**src/rtl/mem_port_arbiter_pkg.sv**
```systemverilog
// mem_port_arbiter_pkg: shared state/owner types and counter width for the memory port arbiter.
package mem_port_arbiter_pkg;

   typedef enum logic [2:0] {
      IDLE,
      BUSY_IF,
      BUSY_MEM,
      DONE_IF,
      DONE_MEM
   } state_t;

   typedef enum logic {
      OWN_IF,
      OWN_MEM
   } owner_t;

   localparam int CNT_W = 4;

endpackage

```
**src/rtl/mem_port_arbiter_wait_counter.sv**
```systemverilog
// mem_wait_counter: loadable down-counter that flags the last cycle of a memory access.
module mem_wait_counter
   import mem_port_arbiter_pkg::*;
(
   input  logic             i_clk,
   input  logic             i_rst_n,
   input  logic             i_load,
   input  logic [CNT_W-1:0] i_val,
   input  logic             i_dec,
   output logic             o_zero
);

   logic [CNT_W-1:0] r_cnt;

   always_ff @(posedge i_clk or negedge i_rst_n)
      if (!i_rst_n)
         r_cnt <= '0;
      else if (i_load)
         r_cnt <= i_val;
      else if (i_dec && r_cnt != '0)
         r_cnt <= r_cnt - 1'b1;

   assign o_zero = (r_cnt == '0);

endmodule

```
**src/rtl/mem_port_arbiter.sv**
```systemverilog
// mem_port_arbiter: shares one fixed-latency single-port memory between IF and MEM stages.
// Data accesses win arbitration unless the previous owner was MEM and a fetch is waiting.
module mem_port_arbiter
   import mem_port_arbiter_pkg::*;
#(
   parameter int ADDR_W  = 32,
   parameter int DATA_W  = 32,
   parameter int LATENCY = 2
) (
   input  logic              i_clk,
   input  logic              i_rst_n,
   input  logic              i_if_req,
   input  logic [ADDR_W-1:0] i_if_addr,
   output logic [DATA_W-1:0] o_if_rdata,
   output logic              o_if_ready,
   input  logic              i_mem_rd_en,
   input  logic              i_mem_wr_en,
   input  logic [ADDR_W-1:0] i_mem_addr,
   input  logic [DATA_W-1:0] i_mem_wdata,
   output logic [DATA_W-1:0] o_mem_rdata,
   output logic              o_mem_ready,
   output logic              o_ram_en,
   output logic              o_ram_we,
   output logic [ADDR_W-1:0] o_ram_addr,
   output logic [DATA_W-1:0] o_ram_wdata,
   input  logic [DATA_W-1:0] i_ram_rdata,
   output logic              o_freeze_front,
   output logic              o_freeze_all
);

   state_t            r_state;
   owner_t            r_last;
   logic [ADDR_W-1:0] r_addr;
   logic [DATA_W-1:0] r_wdata;
   logic              r_we;
   logic [DATA_W-1:0] r_if_rdata;
   logic [DATA_W-1:0] r_mem_rdata;
   logic              w_dreq;
   logic              w_pick_mem;
   logic              w_grant;
   logic              w_busy;
   logic              w_zero;
   logic              w_mem_ready;
   logic              w_if_ready;

   assign w_dreq     = i_mem_rd_en | i_mem_wr_en;
   assign w_pick_mem = w_dreq & ~((r_last == OWN_MEM) & i_if_req);
   assign w_grant    = (r_state == IDLE) & (w_dreq | i_if_req);
   assign w_busy     = (r_state == BUSY_IF) | (r_state == BUSY_MEM);

   mem_wait_counter u_cnt (
      .i_clk   (i_clk),
      .i_rst_n (i_rst_n),
      .i_load  (w_grant),
      .i_val   (CNT_W'(LATENCY - 1)),
      .i_dec   (w_busy),
      .o_zero  (w_zero)
   );

   always_ff @(posedge i_clk or negedge i_rst_n)
      if (!i_rst_n) begin
         r_state     <= IDLE;
         r_last      <= OWN_IF;
         r_addr      <= '0;
         r_wdata     <= '0;
         r_we        <= 1'b0;
         r_if_rdata  <= '0;
         r_mem_rdata <= '0;
      end else begin
         case (r_state)
            IDLE:
               if (w_grant) begin
                  r_addr  <= w_pick_mem ? i_mem_addr : i_if_addr;
                  r_wdata <= i_mem_wdata;
                  r_we    <= w_pick_mem & i_mem_wr_en;
                  r_last  <= w_pick_mem ? OWN_MEM : OWN_IF;
                  r_state <= w_pick_mem ? BUSY_MEM : BUSY_IF;
               end
            BUSY_IF:
               if (w_zero) begin
                  r_if_rdata <= i_ram_rdata;
                  r_state    <= DONE_IF;
               end
            BUSY_MEM:
               if (w_zero) begin
                  if (!r_we)
                     r_mem_rdata <= i_ram_rdata;
                  r_state <= DONE_MEM;
               end
            default: r_state <= IDLE;
         endcase
      end

   assign w_if_ready  = (r_state == DONE_IF);
   assign w_mem_ready = (r_state == DONE_MEM);

   assign o_if_ready     = w_if_ready;
   assign o_mem_ready    = w_mem_ready;
   assign o_if_rdata     = r_if_rdata;
   assign o_mem_rdata    = r_mem_rdata;
   assign o_ram_en       = w_busy;
   assign o_ram_we       = (r_state == BUSY_MEM) & r_we;
   assign o_ram_addr     = r_addr;
   assign o_ram_wdata    = r_wdata;
   // Gated by reset so the pipeline is released the instant reset asserts.
   assign o_freeze_all   = i_rst_n & w_dreq & ~w_mem_ready;
   assign o_freeze_front = (i_rst_n & i_if_req & ~w_if_ready) | o_freeze_all;

endmodule

```
**config.mk**
```make
export PLATFORM = sky130hd
export DESIGN_NAME = mem_port_arbiter
export DESIGN_NICKNAME = d
export VERILOG_FILES = /design/src/rtl/mem_port_arbiter_pkg.sv /design/src/rtl/mem_port_arbiter_wait_counter.sv /design/src/rtl/mem_port_arbiter.sv
export SDC_FILE = /design/constraint.sdc
export NUM_CORES = 1
export LEC_CHECK = 0
export ABC_CLOCK_PERIOD_IN_PS = 6300
export BUFFER_PORTS_ARGS = -buffer_cell sky130_fd_sc_hd__buf_2
export CAP_MARGIN = 20
export CORE_MARGIN = 2
export CORE_UTILIZATION = 27
export CTS_BUF_LIST = sky130_fd_sc_hd__clkbuf_16
export DETAILED_ROUTE_END_ITERATION = 12
export GPL_ROUTABILITY_DRIVEN = 1
export GPL_TIMING_DRIVEN = 0
export PLACE_DENSITY = 0.61
export SLEW_MARGIN = 30
export SYNTH_ARGS = -nofsm -noshare
export SYNTH_HDL_FRONTEND = slang
export SYNTH_SLANG_ARGS = --single-unit
```
**constraint.sdc**
```tcl
create_clock -name i_clk -period 6.3 [get_ports i_clk]
set_clock_uncertainty 0.1 [all_clocks]
set_input_delay 0 -clock i_clk [delete_from_list [all_inputs] [get_ports i_clk]]
set_output_delay 0 -clock i_clk [all_outputs]
set_load 0.1 [all_outputs]
```
# After elaboration in Yosys (flattened, before gate mapping)
# Cells that the tools add are included.
[op_classes] add_sub_neg=1 eq_ne=7 muxes=9 bitwise_logic=17 reduce_logical=9
[op_table] cell="$mux W32" n=1
[op_table] cell="$and A1 B1 Y1" n=9
[op_table] cell="$mux W3" n=3
[op_table] cell="$pmux W3 S3" n=1
[op_table] cell="$mux W4" n=2
[op_table] cell="$eq A3 B2 Y1 const B" n=2
[op_table] cell="$ne A2 B1 Y1 const B" n=3
[op_table] cell="$reduce_and A3 Y1" n=2
[op_table] cell="$logic_not A4 Y1" n=1
[op_table] cell="$not A1 Y1" n=4
[op_table] cell="$or A1 B1 Y1" n=4
[op_table] cell="$reduce_and A2 Y1" n=2
[op_table] cell="$reduce_bool A4 Y1" n=1
[op_table] cell="$sub A4 B1 Y4 const B" n=1
[op_table] cell="$eq A3 B1 Y1 const B" n=1
[op_table] cell="$eq A3 B3 Y1 const B" n=1
[op_table] cell="$logic_not A3 Y1" n=1
[op_table] cell="$mux W2" n=1
[op_table] cell="$reduce_bool A2 Y1" n=1
[op_table] cell="$logic_and A1 B1 Y1" n=1
[op_table] cell="$mux W1" n=1
[word_totals] reg_bits=137 output_inout_bits=134 word_cells=51

# Longest topological paths before layout
# Gate-level depths: netlist of the first run.
[logic_depth] depth_word=6 ltp_mapped=7 ltp_nobuf=5

# Hierarchy
# A second synthesis of the first run with hierarchy kept.
[hier_totals] hier_cells=372 area_unflattened_um2=6032.0
[by_module_without_submodules] module="mem_port_arbiter" instances=1 cells_per_inst=345 area_per_inst_um2=5761.8 seq_area_each_um2=3328.2
[by_module_without_submodules] module="mem_wait_counter" instances=1 cells_per_inst=27 area_per_inst_um2=270.3 seq_area_each_um2=100.1

# Least setup slack after synthesis of the first run
# Ideal clock, no wire load.
[synth_timing] path_type="register -> output" from="register r_state[2]" to="output o_freeze_front" arrival_time_ps=3778 required_time_ps=6200 path_slack_ps=2422 path_stages_with_launch=5 path_cell_list="dfrtp_1 -> clkbuf_1 -> nor3b_1 -> o21bai_1 -> a21oi_1"
[synth_between] elab_chain_len=4 word_cells_on_any_way=7 cone_classes="2 x eq/ne; 5 x bitwise"
[synth_lines] item="start: declaration" line_no="mem_port_arbiter.sv:31" text="state_t r_state;"
[synth_lines] item="start signal: assignment" line_no="mem_port_arbiter.sv:77" text="r_state <= w_pick_mem ? BUSY_MEM : BUSY_IF;"
[synth_lines] item="$eq A3 B3 Y1" line_no="mem_port_arbiter.sv:95" text="assign w_mem_ready = (r_state == DONE_MEM);"
[synth_lines] item="via o_mem_ready" line_no="mem_port_arbiter.sv:21" text="output logic o_mem_ready,"
[synth_lines] item="$not A1 Y1" line_no="mem_port_arbiter.sv:106" text="assign o_freeze_all = i_rst_n & w_dreq & ~w_mem_ready;"
[synth_lines] item="$and A1 B1 Y1" line_no="mem_port_arbiter.sv:106"
[synth_lines] item="$or A1 B1 Y1" line_no="mem_port_arbiter.sv:107" text="assign o_freeze_front = (i_rst_n & i_if_req & ~w_if_ready) | o_freeze_all;"
[synth_lines] item="end: declaration" line_no="mem_port_arbiter.sv:27" text="output logic o_freeze_front,"
# The timed path passes the listed nets, and every way through them passes these cells.

# Final worst setup path of the first run
[layout_timing] from="input i_mem_wr_en" to="register r_addr[9] (netlist: o_ram_addr[9])"
[layout_between] elab_chain_len=4 word_cells_on_any_way=6 cone_classes="1 x mux; 4 x bitwise; 1 x reduce/logical"
[layout_lines] item="start: declaration" line_no="mem_port_arbiter.sv:17" text="input logic i_mem_wr_en,"
[layout_lines] item="$or A1 B1 Y1 (*)" line_no="mem_port_arbiter.sv:46" text="assign w_dreq = i_mem_rd_en | i_mem_wr_en;"
[layout_lines] item="$or A1 B1 Y1" line_no="mem_port_arbiter.sv:48" text="assign w_grant = (r_state == IDLE) & (w_dreq | i_if_req);"
[layout_lines] item="$and A1 B1 Y1" line_no="mem_port_arbiter.sv:48"
[layout_lines] item="$reduce_and A2 Y1 (no source line)"
[layout_lines] item="end signal: assignment" line_no="mem_port_arbiter.sv:73" text="r_addr <= w_pick_mem ? i_mem_addr : i_if_addr;"
[layout_lines] item="end: declaration" line_no="mem_port_arbiter.sv:33" text="logic [ADDR_W-1:0] r_addr;"
# Mark *: on every way between the ends. The rest lies on a longest branch, timed or not.
# A chain may end at the register's enable or synchronous reset.

==> results of run 1 <==
## per-stage QoR
stage          area (um2)  worst slack [ps]  instances  hold slack [ps]
2_1_floorplan        5740              2420        406             -396
3_3_place_gp         7410              2830        947              132
3_5_place_dp         7450              3790        948             -114
4_1_cts              9360              3690       1113             19.9
5_1_grt              9370              3500       1113             62.8
6_report             9370              3590       1113             23.5
## state kept, by name, summed over array words and instances (netlist names)
signal       flops
o_if_rdata      32
o_mem_rdata     32
o_ram_addr      32
o_ram_wdata     32
u_cnt.r_cnt      4
r_state          3
r_last           1
r_we             1
## synthesized netlist by cell type
cell	instances	area share
a21o_1	1	0.0013
nor3b_1	3	0.0039
o21ai_0	64	0.056
mux2_2	65	0.13
buf_2	7	0.0061
o32ai_1	1	0.0015
o21bai_1	2	0.0026
nor2_1	6	0.0039
nand2b_1	3	0.0033
a21oi_1	2	0.0017
nor3_1	3	0.0026
a31o_2	1	0.0015
nand2_1	1	0.00065
inv_1	5	0.0033
dfrtp_1	137	0.60
a22o_1	1	0.0015
ha_1	2	0.0044
or3_1	2	0.0022
or2_0	1	0.0011
o221ai_1	1	0.0015
a2bb2oi_1	1	0.0015
nor3_2	1	0.0017
clkbuf_1	18	0.012
o21ai_1	2	0.0017
o22ai_1	1	0.0011
or3b_1	1	0.0015
or4b_4	1	0.0024
xnor2_1	2	0.0031
mux2_1	2	0.0039
buf_6	3	0.0059
mux2i_1	34	0.059
a2111oi_0	1	0.0015
o2bb2ai_1	1	0.0015
mux2_4	30	0.079
## final cells by class
cell class | instances | area, um2 | area share
Clock buffer | 17 | 425 | 0.0454
Timing Repair Buffer | 400 | 2700 | 0.288
Tap cell | 275 | 344 | 0.0367
Inverter | 5 | 18.8 | 0.00200
Buffer | 28 | 136 | 0.0146
Clock inverter | 15 | 158 | 0.0168
Multi-Input combinational cell | 236 | 2160 | 0.230
Sequential cell | 137 | 3430 | 0.366
## logic make-up (layout without fill, tap and decap cells)
kind of cell | Yosys count | count (layout)
compound gates | 79 | 79
simple gates | 22 | 22
buf+inv | 33 | 465
mux | 131 | 131
xor+xnor | 2 | 2
flops | 137 | 137
fa+ha+maj | 2 | 2
## what timing repair did
| action | in CTS | in global routing |
|---|---|---|
| resized for setup | 0 | 0 |
| hold buffers | 133 | 0 |
| hold endpoints to repair | 268 | 0 |
## metal layers
metal | share of wire | track usage
met1 | 0.42 | 0.167
met2 | 0.50 | 0.253
met3 | 0.070 | 0.0470
met4 | 0.017 | 0.0552
met5 | 0 | 0
## critical path, delay by kind of cell
kind,cells,cell delay (ps)
buffers and inverters,4,1990
AO/OA/AOI/OAI,2,590
multiplexers,1,290
## path summary, 6_finish.rpt
check	start	to	cells after the start
worst max-delay path	i_mem_wr_en	o_ram_addr[9]	7
worst min-delay path	i_rst_n	o_mem_rdata[3]	2
worst max register to register	r_last	o_ram_addr[9]	5
worst min register to register	o_mem_rdata[13]	o_mem_rdata[13]	1
max in group asynchronous	i_rst_n	o_ram_addr[12]	3
min in group i_clk	i_mem_wdata[31]	o_ram_wdata[31]	3
==> results.txt, run 1 <==
clock sink count = 137
mux cell area share after synthesis = 0.269
library cells used by synthesis = 34
n_diodes = 0
clock transition at the registers of the reported paths = 70 ps
largest net degree at the start of global routing = 74
first-pass GRT wire length = 25500 um
Die Width = 150 um
Slew @ Worst Pin = 853 ps
R2R setup slack = 3670 ps
CTS buffer count = 17
Hold Crit Class = in2async
Die Area = 22400 um2
Port Buffers = 266
Max Slew Vio Count = 0
Clk Latency, worst-skew pair = 420 ps
Final Hold Vio Count = 0
Synth Instances = 406
wire per inst = 14.7 um
outcome = finished clean
die height = 150 um
RSZ-0062 raised after global routing = false
H-tree level count = 4
vias in the first global route = 5118
Initial Utilization = 0.274
GRT Total Usage = 0.146
post-synthesis register bit count = 137
P&R area growth vs syn = 63.3%
Clock Path Buffers = 2
Final ANT Viol Nets = 0
Post-CTS Setup Repair Bufs = 0
post-synthesis share of cell area spent on full adders, half adders and majority gates = 0.00436
crit-path max cell delay = 710 ps
post-layout min period = 2710 ps
Overflow after GRT = 0
Max-cap violations = 0
CTS tree = yes
fin crit share = 0.430
Synth Area in Compound Gates = 0.0750
Worst slew margin = 0.431
vias per inst = 4.39
Placer Congestion = 0.731
top-level I/O count = 267
DRT iter0 DRCs = 130
Worst setup EP type = flip-flop
leading cell type in the layout, fill and taps excluded = buf_2
critical setup path kind = in2reg
Critical Path Source Type = primary input
Post-Synth Simple-Gate Area = 0.0233
Vias = 4887
hpwl dp = 10700 um
Mean Syn Cell Area = 14.1 um2
most frequent cell on the critical path = dlygate4sd3_1
row cnt = 53
register area share after synthesis = 0.598
core area = 21000 um2
Yosys Warn Count = 0
setup_tns = 0 ps
fin util = 0.447
residual DRC count = 0
Crit Path Max Fanout = 10
Nets = 960
mapped cell area = 5740 um2
Crit path required time = 6480 ps
Fmax achieved = 0.369 GHz
share of cells above drive strength 1 = 0.487
fill count = 1929
commonest non-fill, non-tap cells in the layout = buf_2 (272), dfrtp_1 (137), dlygate4sd3_1 (133)
CP arrival = 2890 ps
Post-Synth XOR/XNOR Area = 0.00305
critical path cell sequence = dlygate4sd3_1 > buf_2 > o2bb2ai_1 > clkbuf_1 > mux2i_1 > dlygate4sd3_1 > o21ai_0
syn nets = 541
largest family of logic cells by synthesized area = multiplexers
CTS Root Cell = clkbuf_16
endpoints failing setup = 0
initial antenna violation count = 0
crit path max-delay cell type = clkbuf_1
final WL = 16400 um
drt first pass iters = 5
Power of run 1 is left out: the tool's default activity adds up to more than one toggle a clock period on the data nets, which glitch-free logic cannot reach.
==> run 2: changes to the inputs <==
--- a/config.mk
+++ b/config.mk
@@ -5,7 +5,7 @@
 export SDC_FILE = /design/constraint.sdc
 export NUM_CORES = 1
 export LEC_CHECK = 0
-export ABC_CLOCK_PERIOD_IN_PS = 6300
+export ABC_CLOCK_PERIOD_IN_PS = 2500
 export BUFFER_PORTS_ARGS = -buffer_cell sky130_fd_sc_hd__buf_2
 export CAP_MARGIN = 20
 export CORE_MARGIN = 2
==> constraint.sdc (replaced) <==
create_clock -name i_clk -period 2.5 [get_ports i_clk]
set_clock_uncertainty 0.1 [all_clocks]
set_input_delay 0 -clock i_clk [delete_from_list [all_inputs] [get_ports i_clk]]
set_output_delay 0 -clock i_clk [all_outputs]
set_load 0.1 [all_outputs]
==> results.txt, run 2 (same netlist as run 1, synthesis figures left out) <==
final WL = 17000 um
Max-cap violations = 0
CTS buffer count = 17
Worst setup EP type = flip-flop
Crit Reg-Reg Startpoint = u_cnt.r_cnt[0]
Placer Congestion = 0.727
Clock Path Buffers = 2
CP arrival = 2610 ps
clock sink count = 137
Fmax achieved = 0.412 GHz
P&R area growth vs syn = 63.1%
Vias = 4884
top-level I/O count = 267
largest net degree at the start of global routing = 83
outcome = finished clean
Slew @ Worst Pin = 755 ps
leading cell type in the layout, fill and taps excluded = buf_2
Critical Path End = o_if_rdata[18]
Initial Utilization = 0.274
Post-CTS Setup Repair Bufs = 0
Hold Crit Class = in2async
hpwl dp = 10700 um
Die Area = 22400 um2
post-layout min period = 2420 ps
R2R setup slack = 80 ps
vias per inst = 4.38
fin crit share = 0.970
Final Hold Vio Count = 0
WHS = 13.8 ps
row cnt = 53
n_diodes = 0
Placed Instances = 948
Critical Path Source Type = flip-flop
vias in the first global route = 5256
fill count = 1912
commonest non-fill, non-tap cells in the layout = buf_2 (272), dfrtp_1 (137), dlygate4sd3_1 (135)
CTS tree = yes
Overflow after GRT = 0
CTS Root Cell = clkbuf_16
endpoints failing setup = 0
fin util = 0.446
critical setup path kind = reg2reg
Nets = 961
Die Width = 150 um
initial antenna violation count = 0
clock transition at the registers of the reported paths = 60 ps
GRT Total Usage = 0.152
Final ANT Viol Nets = 0
Port Buffers = 266
Crit path required time = 2680 ps
Max Slew Vio Count = 0
die height = 150 um
DRT iter0 DRCs = 131
wire per inst = 15.3 um
residual DRC count = 0
drt first pass iters = 4
core area = 21000 um2
Clk Latency, worst-skew pair = 400 ps
RSZ-0062 raised after global routing = true
H-tree level count = 4
non-filler instance count after layout = 1114
Crit Path Max Fanout = 10
Worst slew margin = 0.497
RR Endpoint = o_if_rdata[18]
worst setup path startpoint = u_cnt.r_cnt[0]
first-pass GRT wire length = 26600 um
share of cells above drive strength 1 = 0.489
R2R cell count = 7
run 2: changes by cell type in the layout (fill, tap and decap cells not counted), sizes merged:
cell / previous run / this run
dlygate4sd3: 133 / 135
clkinv: 5 / 7
clkinvlp: 1 / 6
bufinv: 1 / 0
inv: 13 / 7
clkbuf: 35 / 34
run 2: through the flow:
step	setup TNS (ps)	area (um2)	worst slack, ps
detailed placement	-8080	7470	-286
finish	0	9350	75.1
global route	-46.0	9350	-10.1
CTS	0	9340	27.2
global placement	-116130	7430	-1020
floorplan	-129	5750	-129
run 2: worst min path at each step:
| stage | from | endpoint | slack, ps |
|---|---|---|---|
| 4_1_cts | i_rst_n | o_if_rdata[18] | 10 |
| 3_5_place_dp | i_rst_n | o_if_rdata[18] | -140 |
| 2_1_floorplan | i_rst_n | o_if_rdata[0] | -400 |
| 6_report | i_rst_n | o_mem_rdata[19] | 10 |
| 5_1_grt | i_rst_n | o_mem_rdata[19] | 40 |
| 3_3_place_gp | i_mem_wdata[8] | o_ram_wdata[8] | 130 |
run 2: area by class of cell:
cell class	count	area [um2]	share of cell area
repair buffers	402	2720	0.291
plain buffers	27	136	0.0146
clock inverters	15	87.6	0.00936
well taps	275	344	0.0368
clock buffers	17	425	0.0455
flip-flops and latches	137	3430	0.367
multi-input cells	236	2190	0.234
inverters	5	18.8	0.00201
run 2: worst max-delay path: stages (launching register included):
cell and delay, ps:
dfrtp_1 370, inv_1 100, ha_1 160, or4b_4 490
or3b_1 400, buf_2 190, buf_6 180, mux2_4 310
run 2: per-layer routing:
layer | track usage | routed length, um
met1 | 0.179 | 7020
met2 | 0.260 | 8340
met3 | 0.0460 | 1200
met4 | 0.0608 | 444
met5 | 0 | 0
run 2: timing repair:
action / CTS / global route
hold endpoints to repair: 268 / 0
endpoints found under the setup margin: 40 / 76
resized for setup: 2 / 8
hold buffers: 135 / 0
Power of run 2 is left out for the same reason.
==> run 3: changes to the inputs <==
--- a/config.mk
+++ b/config.mk
@@ -5,17 +5,16 @@
 export SDC_FILE = /design/constraint.sdc
 export NUM_CORES = 1
 export LEC_CHECK = 0
-export ABC_CLOCK_PERIOD_IN_PS = 2500
+export ABC_CLOCK_PERIOD_IN_PS = 2700
 export BUFFER_PORTS_ARGS = -buffer_cell sky130_fd_sc_hd__buf_2
 export CAP_MARGIN = 20
 export CORE_MARGIN = 2
-export CORE_UTILIZATION = 27
+export CORE_UTILIZATION = 30
 export CTS_BUF_LIST = sky130_fd_sc_hd__clkbuf_16
 export DETAILED_ROUTE_END_ITERATION = 12
 export GPL_ROUTABILITY_DRIVEN = 1
 export GPL_TIMING_DRIVEN = 0
-export PLACE_DENSITY = 0.61
-export SLEW_MARGIN = 30
+export PLACE_DENSITY = 0.66
 export SYNTH_ARGS = -nofsm -noshare
 export SYNTH_HDL_FRONTEND = slang
 export SYNTH_SLANG_ARGS = --single-unit
==> constraint.sdc (replaced) <==
create_clock -name i_clk -period 2.7 [get_ports i_clk]
set_clock_uncertainty 0.1 [all_clocks]
set_input_delay 0 -clock i_clk [delete_from_list [all_inputs] [get_ports i_clk]]
set_output_delay 0 -clock i_clk [all_outputs]
set_load 0.1 [all_outputs]
==> results.txt, run 3 (same netlist as run 1, synthesis figures left out) <==
outcome = finished clean
Max Slew Vio Count = 0
GRT Total Usage = 0.160
Max-cap violations = 0
fill count = 1606
core area = 18700 um2
Clk Latency, worst-skew pair = 400 ps
Hold Crit Class = in2async
wire per inst = 15.0 um
P&R area growth vs syn = 63.4%
leading cell type in the layout, fill and taps excluded = buf_2
Slew @ Worst Pin = 1040 ps
largest net degree at the start of global routing = 79
RSZ-0062 raised after global routing = false
fin crit share = 0.932
Area after DPL = 7400 um2
first-pass GRT wire length = 25600 um
Nets = 960
Crit Path Max Fanout = 10
clock sink count = 137
CTS Root Cell = clkbuf_16
initial antenna violation count = 0
Final ANT Viol Nets = 0
Die Area = 20200 um2
worst setup path startpoint = u_cnt.r_cnt[0]
top-level I/O count = 267
Worst slew margin = 0.298
H-tree level count = 4
Vias = 4836
Initial Utilization = 0.307
vias in the first global route = 5168
Worst setup EP type = flip-flop
Crit Reg-Reg Startpoint = u_cnt.r_cnt[0]
setup_tns = 0 ps
Fmax achieved = 0.397 GHz
commonest non-fill, non-tap cells in the layout = buf_2 (272), dfrtp_1 (137), dlygate4sd3_1 (133)
hpwl dp = 10500 um
Post-CTS Setup Repair Bufs = 0
Placer Congestion = 0.761
Die Width = 142 um
DRT iter0 DRCs = 148
Port Buffers = 266
vias per inst = 4.51
row cnt = 50
drt first pass iters = 4
residual DRC count = 0
endpoints failing setup = 0
Placed Instances = 907
non-filler instance count after layout = 1072
Final Hold Vio Count = 0
clock transition at the registers of the reported paths = 60 ps
critical setup path kind = reg2reg
Overflow after GRT = 0
Crit path required time = 2890 ps
post-layout min period = 2520 ps
n_diodes = 0
Clock Path Buffers = 2
share of cells above drive strength 1 = 0.492
CTS buffer count = 17
final WL = 16000 um
R2R cell count = 6
Finished Cell Area = 9370 um2
Critical Path Source Type = flip-flop
fin util = 0.501
CP arrival = 2710 ps
die height = 142 um
CTS tree = yes
[run 3: cell types whose count changed in the layout (fill, tap and decap cells not counted), sizes merged]
cell,delta
clkbuf,+1
dlygate4sd3,-2
clkinv,-2
inv,+1
bufinv,+4
clkinvlp,-3
[run 3: final timing paths]
path | to | slack, ps
min in group i_clk | o_ram_wdata[1] | 260
max in group asynchronous | o_ram_wdata[28] | 1690
worst min register to register | o_if_rdata[31] | 400
worst max-delay path | o_mem_rdata[4] | 180
worst max register to register | o_mem_rdata[4] | 180
worst min-delay path | o_if_rdata[14] | 40
[run 3: repair_timing]
action | 4_1_cts | 5_1_grt
setup endpoints to repair | 0 | 29
hold buffers | 133 | 0
hold endpoints to repair | 258 | 0
resized for setup | 0 | 7
[run 3: area by class of cell]
type | instances | area [um2] | area share
buffer | 28 | 140 | 0.0150
clock buffer | 17 | 425 | 0.0454
clock inverter | 15 | 200 | 0.0214
inverter | 5 | 18.8 | 0.00200
multi-input combinational | 236 | 2170 | 0.231
sequential | 137 | 3430 | 0.366
tap | 234 | 293 | 0.0312
timing repair buffer | 400 | 2700 | 0.288
[run 3: through the flow]
step           setup WS (ps)  hold slack [ps]
5_1_grt                 11.2             72.6
3_5_place_dp             136            -81.8
2_1_floorplan           -128             -396
6_report                 183             39.3
3_3_place_gp            -704              132
4_1_cts                 78.4             43.4
[run 3: per-layer routing]
layer	vias to the layer above	global-route usage	share of wire
met5	-	0	0
met4	0	0.0632	0.025
met3	28	0.0495	0.064
met2	184	0.266	0.49
met1	2334	0.193	0.42
li1	2290	-	-
[run 3: worst max-delay path, stage by stage (launching register included)]
cell and delay, ps:
dfrtp_1 380, inv_1 110, ha_1 160, or4b_4 480
nor3_2 420, buf_2 380, mux2_2 370
Power of run 3 is left out for the same reason.
